`src/rtl/mem_port_arbiter_pkg.sv`:
```
// Shared types and constants for the memory-port arbiter and its response tracker.
package mem_port_arbiter_pkg;

    localparam int unsigned ADDR_W = 32;
    localparam int unsigned DATA_W = 32;

    // Access sizes carried on the memory port
    localparam logic [1:0] SZ_BYTE = 2'b00;
    localparam logic [1:0] SZ_HALF = 2'b01;
    localparam logic [1:0] SZ_WORD = 2'b10;

    // Who issued the command occupying a response-pipeline slot
    typedef enum logic [1:0] {
        OWN_NONE,
        OWN_FETCH,
        OWN_LOAD,
        OWN_STORE
    } owner_t;

    // One slot of the response pipeline
    typedef struct packed {
        owner_t owner;
        logic   kill;
    } resp_entry_t;

    // Registered memory command payload (mem_en is kept separately)
    typedef struct packed {
        logic              we;
        logic [1:0]        size;
        logic [ADDR_W-1:0] addr;
        logic [DATA_W-1:0] wdata;
    } mem_cmd_t;

    // True for owners that expect read data back
    function automatic logic is_read_owner(input owner_t o);
        return (o == OWN_FETCH) || (o == OWN_LOAD);
    endfunction

endpackage

```
`src/rtl/mem_port_arbiter_resp.sv`:
```
// Response tracker: owner/kill shift register aligned to memory read latency,
// fetch squash on jump, and routing of returned read data.
module mem_resp_tracker
    import mem_port_arbiter_pkg::*;
#(
    parameter int unsigned MEM_LAT = 1
) (
    input  logic              clk,
    input  logic              reset,
    input  owner_t            issue_owner,
    input  logic              jump,
    input  logic [DATA_W-1:0] mem_rdata,
    output logic              f_rvalid,
    output logic [DATA_W-1:0] instruction,
    output logic              r_rvalid,
    output logic [DATA_W-1:0] data_in,
    output logic              busy
);

    // Slot 0 mirrors the command on the port; slot MEM_LAT lines up with mem_rdata
    localparam int unsigned DEPTH = MEM_LAT + 1;

    resp_entry_t pipe_q [DEPTH];
    resp_entry_t pipe_d [DEPTH];
    resp_entry_t head;

    // Next pipeline contents: shift by one, kill every fetch on jump
    always_comb begin
        pipe_d[0].owner = issue_owner;
        pipe_d[0].kill  = jump && (issue_owner == OWN_FETCH);
        for (int unsigned i = 1; i < DEPTH; i++) begin
            pipe_d[i] = pipe_q[i-1];
            if (jump && (pipe_q[i-1].owner == OWN_FETCH)) begin
                pipe_d[i].kill = 1'b1;
            end
        end
    end

    // Pipeline register; reset drops everything in flight
    always_ff @(posedge clk or negedge reset) begin
        if (!reset) begin
            for (int unsigned i = 0; i < DEPTH; i++) begin
                pipe_q[i] <= '{owner: OWN_NONE, kill: 1'b0};
            end
        end else begin
            pipe_q <= pipe_d;
        end
    end

    assign head = pipe_q[DEPTH-1];

    // Route returning data; a jump in the return cycle also squashes a fetch
    always_comb begin
        f_rvalid    = 1'b0;
        r_rvalid    = 1'b0;
        instruction = '0;
        data_in     = '0;
        if ((head.owner == OWN_FETCH) && !head.kill && !jump) begin
            f_rvalid    = 1'b1;
            instruction = mem_rdata;
        end else if (head.owner == OWN_LOAD) begin
            r_rvalid = 1'b1;
            data_in  = mem_rdata;
        end
    end

    // Any read (including squashed fetches) still owed by the memory
    always_comb begin
        busy = 1'b0;
        for (int unsigned i = 0; i < DEPTH; i++) begin
            if (is_read_owner(pipe_q[i].owner)) begin
                busy = 1'b1;
            end
        end
    end

endmodule

```
`src/rtl/mem_port_arbiter.sv`:
```
// Three-way arbiter (fetch/load/store) onto a single-port synchronous memory.
module mem_port_arbiter
    import mem_port_arbiter_pkg::*;
#(
    parameter int unsigned MEM_LAT    = 1,
    parameter int unsigned STARVE_MAX = 4
) (
    input  logic              clk,
    input  logic              reset,
    input  logic              f_req,
    input  logic [ADDR_W-1:0] f_addr,
    output logic              f_gnt,
    output logic              f_rvalid,
    output logic [DATA_W-1:0] instruction,
    input  logic              r_req,
    input  logic [ADDR_W-1:0] r_addr,
    input  logic [1:0]        r_size,
    output logic              r_gnt,
    output logic              r_rvalid,
    output logic [DATA_W-1:0] DATA_in,
    input  logic              w_req,
    input  logic [ADDR_W-1:0] w_addr,
    input  logic [DATA_W-1:0] w_data,
    input  logic [1:0]        w_size,
    output logic              w_gnt,
    input  logic              jump,
    output logic              mem_en,
    output logic              mem_we,
    output logic [ADDR_W-1:0] mem_addr,
    output logic [DATA_W-1:0] mem_wdata,
    output logic [1:0]        mem_size,
    input  logic [DATA_W-1:0] mem_rdata,
    output logic              busy
);

    localparam int unsigned CNT_W = $clog2(STARVE_MAX + 1);

    logic [CNT_W-1:0] starve_cnt;
    logic             fetch_starved;
    owner_t           issue_owner;
    mem_cmd_t         cmd_d;
    mem_cmd_t         cmd_q;

    // Fixed priority store > load > fetch, overridden by a starved fetch; no grants in reset
    always_comb begin
        f_gnt         = 1'b0;
        r_gnt         = 1'b0;
        w_gnt         = 1'b0;
        fetch_starved = f_req && (starve_cnt == CNT_W'(STARVE_MAX));
        if (reset) begin
            if (fetch_starved) begin
                f_gnt = 1'b1;
            end else if (w_req) begin
                w_gnt = 1'b1;
            end else if (r_req) begin
                r_gnt = 1'b1;
            end else if (f_req) begin
                f_gnt = 1'b1;
            end
        end
    end

    // Winner's command and response owner; idle cycles hold the previous command fields
    always_comb begin
        issue_owner = OWN_NONE;
        cmd_d       = cmd_q;
        if (w_gnt) begin
            cmd_d.we    = 1'b1;
            cmd_d.size  = w_size;
            cmd_d.addr  = w_addr;
            cmd_d.wdata = w_data;
        end else if (r_gnt) begin
            issue_owner = OWN_LOAD;
            cmd_d.we    = 1'b0;
            cmd_d.size  = r_size;
            cmd_d.addr  = r_addr;
        end else if (f_gnt) begin
            issue_owner = OWN_FETCH;
            cmd_d.we    = 1'b0;
            cmd_d.size  = SZ_WORD;
            cmd_d.addr  = f_addr;
        end
    end

    // Memory command register
    always_ff @(posedge clk or negedge reset) begin
        if (!reset) begin
            mem_en <= 1'b0;
            cmd_q  <= '{we: 1'b0, size: SZ_WORD, addr: '0, wdata: '0};
        end else begin
            mem_en <= f_gnt || r_gnt || w_gnt;
            cmd_q  <= cmd_d;
        end
    end

    assign mem_we    = cmd_q.we;
    assign mem_size  = cmd_q.size;
    assign mem_addr  = cmd_q.addr;
    assign mem_wdata = cmd_q.wdata;

    // Consecutive cycles a pending fetch has been denied, saturating
    always_ff @(posedge clk or negedge reset) begin
        if (!reset) begin
            starve_cnt <= '0;
        end else if (f_req && !f_gnt) begin
            if (starve_cnt != CNT_W'(STARVE_MAX)) begin
                starve_cnt <= starve_cnt + CNT_W'(1);
            end
        end else begin
            starve_cnt <= '0;
        end
    end

    mem_resp_tracker #(
        .MEM_LAT (MEM_LAT)
    ) u_resp (
        .clk         (clk),
        .reset       (reset),
        .issue_owner (issue_owner),
        .jump        (jump),
        .mem_rdata   (mem_rdata),
        .f_rvalid    (f_rvalid),
        .instruction (instruction),
        .r_rvalid    (r_rvalid),
        .data_in     (DATA_in),
        .busy        (busy)
    );

endmodule

```
`config.mk`:
```
export PLATFORM = sky130hd
export DESIGN_NAME = mem_port_arbiter
export DESIGN_NICKNAME = d
export VERILOG_FILES = /design/src/rtl/mem_port_arbiter_pkg.sv /design/src/rtl/mem_port_arbiter_resp.sv /design/src/rtl/mem_port_arbiter.sv
export SDC_FILE = /design/constraint.sdc
export NUM_CORES = 1
export LEC_CHECK = 0
export CORE_AREA = 2 2 121 123
export CTS_BUF_LIST = sky130_fd_sc_hd__clkbuf_8
export CTS_CLUSTER_DIAMETER = 200
export DETAILED_ROUTE_END_ITERATION = 10
export DIE_AREA = 0 0 123 125
export GPL_ROUTABILITY_DRIVEN = 0
export GPL_TIMING_DRIVEN = 1
export HOLD_SLACK_MARGIN = 0.1
export PLACE_DENSITY = 0.72
export RECOVER_POWER = 50
export SLEW_MARGIN = 20
export SYNTH_ARGS = -nofsm -noshare
export SYNTH_HDL_FRONTEND = slang
export SYNTH_SLANG_ARGS = --single-unit
```
`constraint.sdc`:
```
create_clock -name clk -period 1.6 [get_ports clk]
set_input_delay 0.48 -clock clk [delete_from_list [all_inputs] [get_ports clk]]
set_output_delay 0.48 -clock clk [all_outputs]
set_load 0.005 [all_outputs]
```
### After elaboration in Yosys (flattened, before gate mapping)

Index checks and enable logic that the tools add are counted.

| word-level totals | value |
|---|---|
| bits in registers | 77 |
| bits of input ports | 170 |
| word-level logic and storage cells | 62 |

| cells by class | value |
|---|---|
| add/subtract/negate cells | 1 |
| equality and inequality tests | 8 |
| reduce and logical (&&, ||, !) cells | 14 |
| multiplexer cells | 29 |

Operators with widths:

| kind | number |
|---|---|
| 35-bit 2-to-1 mux | 3 |
| 32-bit 2-to-1 mux | 3 |
| 1-bit 2-to-1 mux | 19 |
| 2-bit by 1-bit == test with 1-bit output (second input constant) | 3 |
| 1-bit logical AND | 6 |
| 3-bit 2-to-1 mux | 2 |
| 2-bit == test (second input constant) | 2 |
| 1-bit logical OR | 4 |
| 2-bit 2-to-1 mux | 2 |
| 3-bit by 1-bit adder with 3-bit output (second input constant) | 1 |
| 3-bit == test (second input constant) | 1 |
| 1-bit zero test | 3 |
| 3-bit != test (second input constant) | 1 |
| 3-bit nonzero test | 1 |
| 2-bit by 1-bit != test with 1-bit output (second input constant) | 1 |

### Logic depth before layout (Yosys ltp)

| depth | value |
|---|---|
| word-level depth | 10 |
| gate-level depth with buffers | 8 |
| mapped depth without buffers | 7 |

### By module

From an unflattened synthesis, not the netlist that was laid out.

| second synthesis, totals | value |
|---|---|
| cells, all modules | 461 |
| area, all modules | 4583.1 um^2 |

By module, submodules not included:

| module | area each (um^2) | times used | seq. area each (um^2) | cells an instance |
|---|---|---|---|---|
| mem_port_arbiter | 3834.9 | 1 | 1778.0 | 370 |
| mem_resp_tracker | 748.2 | 1 | 150.1 | 91 |

### Worst setup path before layout

OpenSTA, ideal clock, no wires.

| timing | value |
|---|---|
| kind | register to output |
| start | reg u_resp.pipe_q (netlist bit u_resp.head[2]) |
| end | out DATA_in[10] |
| required time | 1.120 ns |
| setup slack | -0.163 ns |
| cell stages (with the launch flop) | 7 |
| path buffers | 1 |
| data arrival time | 1.283 ns |
| cells stage by stage | dfrtp_1 -> inv_1 -> ha_1 -> nor3b_2 -> nor2b_1 -> clkbuf_1 -> and2_1 |

| on the way | value |
|---|---|
| longest elaborated chain between the ends | 4 |

RTL lines:

| element | line | RTL |
|---|---|---|
| start, declared | mem_port_arbiter_resp.sv:23 | `resp_entry_t pipe_q [DEPTH];` |
| start signal, assigned by index | mem_port_arbiter_resp.sv:43 | `pipe_q[i] <= '{owner: OWN_NONE, kill: 1'b0};` |
| start signal, assigned | mem_port_arbiter_resp.sv:46 | `pipe_q <= pipe_d;` |
| 2-bit by 1-bit == test with 1-bit output | mem_port_arbiter_resp.sv:58 | `if ((head.owner == OWN_FETCH) && !head.kill && !jump) begin` |
| 1-bit logical AND (2 in series) | mem_port_arbiter_resp.sv:58 |  |
| 32-bit 2-to-1 mux * | mem_port_arbiter_resp.sv:58 |  |
| end, declared | mem_port_arbiter.sv:20 | `output logic [DATA_W-1:0] DATA_in,` |

Mark *: on every way between the ends. The rest lies on a longest branch, timed or not.

### Worst setup path after layout

| timing | value |
|---|---|
| start | reg u_resp.pipe_q (netlist bit u_resp.head[2]) |
| end | out DATA_in[11] |

The elaborated chain is that of the path after synthesis.

==> results.md <==
* Status: finished with violations
* Failing checks: negative setup slack
* Port Buffer Count at around 310
* Multi-input logic area at 2330 sq um
* Crit end category: output port
* Placed cell area at 7410 sq um
* Synth top area cells: dfrtp_1 47%, nand2_1 16%, and2_1 10%
* Crit-path max FO at 7
* Drt first pass iters at 4
* Placed cell count at 935
* Peak VDD IR at 0.350 mV
* Largest net degree at the start of global routing at 49
* Slew margin rel. at 27.5%
* Dpl hpwl at 11600 um
* CTS Sinks at 77
* Met1 Resource Use GR at 20.9%
* # DRC at 0
* Reg-to-Reg End: mem_wdata[14]
* First DRT Iteration DRCs at 151
* WL/cell at approximately 18 um
* Commonest non-fill, non-tap cell in the layout: clkdlybuf4s50_1
* Sequential-to-total area share from yosys stat at 48.1%
* Commonest non-fill, non-tap cells in the layout: 164 x clkdlybuf4s50_1, 149 x nand2_1, 89 x buf_6
* Initial antenna violation count at 0
* Crit Reg-Reg Startpoint: starve_cnt[0]
* Hold Path Class: reg2reg
* Worst EP arrival at 1980 ps
* Hold depth at 0
* P&R area growth vs syn at 121%
* CP most frequent cell: buf_6
* WS Path Type: reg2out
* Layout net count at 1007
* Slew Limit Fails at 0
* Worst reg2reg setup slack at -220 ps
* MaxCap Viol Count at 0
* Fmax at 407 MHz
* Met3 GRT Util at about 4.6%
* Std-Cell Rows at 44
* Avg Inst Size Synth at slightly above 9 sq um
* Synth Net Count at 619
* Hold Vio Cnt, Final at 0
* Layout Utilization at 62.2%
* Effective utilization at floorplan at 28.2%
* Met2 Track Usage GR at 39.6%
* FF+latch area at 1930 sq um
* Die area at 15400 sq um
* CP Launch Type: flop
* CTS tree: done
* Lkg Pwr at 4.12 nW
* Hold Buf Count CTS at 0
* Share of the synthesized area in the top cell type at 47.5%
* Clock skew at about 9.7 ps
* Top Ports at 308
* CTS Root Cell: clkbuf_8
* Worst Path Required at 1120 ps
* Tot GR Track Use at 20.7%
* Final non-filler cell area at approximately 8800 sq um
* Layer with the highest usage: met2
* Grt total ovfl at 0
* Die Wd at 123 um
* H-tree depth at 3
* Slowest stage delay, CP at 380 ps
* Total negative slack at -75280 ps
* Die Span Y at 125 um
* Clock Latency Late Sink at 350 ps
* Yosys reg bits at 77
* R2r worst-path depth at 12
* Final wirelength at 18100 um
* Worst path slowest cell: dfrtp_1
* Synth cell types at 29
* Final Setup Violations at 140
* Vias at between 4000 and 5000
* Via/cell ratio at 4.77
* CTS Buf Count at 9
* Synth area leader: dfrtp_1
* Layout cells sized above 1 at 37.8%
* Warnings, synthesis at 0
* Final Cycle Share at 154%
* Post-route worst setup slack at -858 ps
* Crit path time final at 2460 ps
* Crit path cell chain: inv_1, ha_2, nor3b_4, nor2b_4, buf_6, buf_6, buf_6, and2_1, clkbuf_2
* First-pass GRT wire length at around 25000 um
* Pwr per Cell Area at 659 nW/um^2
* Syn Inst Count at between 400 and 500
* Vias in the first global route at 4785
* Post-route ant nets at 0
* Fillers at 1157
* Hold endpoint: u_resp.head[2]
* Mapped cell area at about 4000 sq um
* Longest Clk Path Bufs at 2
* Slew @ Worst Pin at 1090 ps
* Hold_sp: u_resp.pipe_d[2]
* Reg clk slew, reported paths at 80 ps
* RSZ-0062 raised after global routing: true
* CP Launch Point: u_resp.head[2]
* Core area at 14200 sq um
* Final non-filler cell total at slightly above 1000
* Number of diodes at 0
* Dpl ws at -968 ps
## per-stage QoR
stage	total power, W	hold WS (ps)
after floorplan	0.00286	184
after global placement	0.00404	359
after detailed placement	0.00409	367
after CTS	0.00563	252
after global routing	0.00613	391
final	0.00582	383
## synth_stat cells
library cell	number
ha_1	6
nor2b_1	2
clkbuf_1	8
a21o_1	1
a31oi_1	32
nor3b_2	1
nor2_1	2
o21ai_2	1
dfrtp_1	76
buf_6	6
buf_4	2
inv_2	3
a21boi_1	2
nor3_1	1
o22ai_2	29
buf_2	12
a222oi_1	1
a21oi_1	2
o22ai_1	4
and2_1	66
nand2_1	168
or2_1	1
o2bb2ai_1	1
nand3_2	3
or3_1	1
dfstp_2	1
o21a_1	1
inv_1	7
o21ai_0	3
## logic make-up (layout without fill, tap and decap cells)
logic type,count (synthesis),after routing,share of synthesized area [%]
adder cells (fa/ha/maj),6,6,1.87
AND/OR/NAND/NOR,245,245,28.0
flip-flops,77,77,48.1
buffers and inverters,38,431,5.25
AO/OA/AOI/OAI,77,77,16.7
## what timing repair did
item / 4_1_cts / 5_1_grt
endpoints found under the setup margin: 204 / 138
cloned: 6 / 7
resized for setup: 217 / 310
setup buffers: 27 / 35
pin swaps: 11 / 27
## state kept, by name, summed over array words and instances, names as in the netlist
name,cells
mem_addr,32
mem_en,1
mem_size,2
mem_wdata,32
mem_we,1
starve_cnt,3
u_resp.head,3
u_resp.pipe_d,2
u_resp.pipe_q,1
## report_power, final
part	internal [W]	total [W]	switching, W	leakage [nW]
Sequential	0.00219	0.00234	0.000153	0.921
Clock	0.000712	0.00146	0.000749	0.0964
Combinational	0.00123	0.00202	0.000792	3.10
## critical path, delay by kind of cell (launching register included)
kind	cells	cell delay, ps
simple gates	3	560
flops	1	380
buf+inv	5	530
fa+ha+maj	1	160
## worst max-delay path by stage
stage	cells after the start	slack, ps	to
finish	9	-860	DATA_in[11]
global route	9	-980	DATA_in[11]
CTS	6	-960	DATA_in[1]
detailed placement	5	-970	instruction[6]
global placement	5	-950	instruction[6]
floorplan	6	-80	DATA_in[10]
## layer usage
metal,routed length (um),up-vias
li1,-,2251
met1,6310,2334
met2,9660,234
met3,1480,44
met4,626,0
met5,0,-
## final cells by class
cell class                      instances  area share, %
Clock buffer                            9           1.40
Multi-Input combinational cell        328           26.3
Inverter                               10          0.481
Tap cell                              184           2.60
Sequential cell                        77           21.8
Timing Repair Buffer                  405           46.6
Clock inverter                          7          0.764
(Power assumes the default switching activity.)
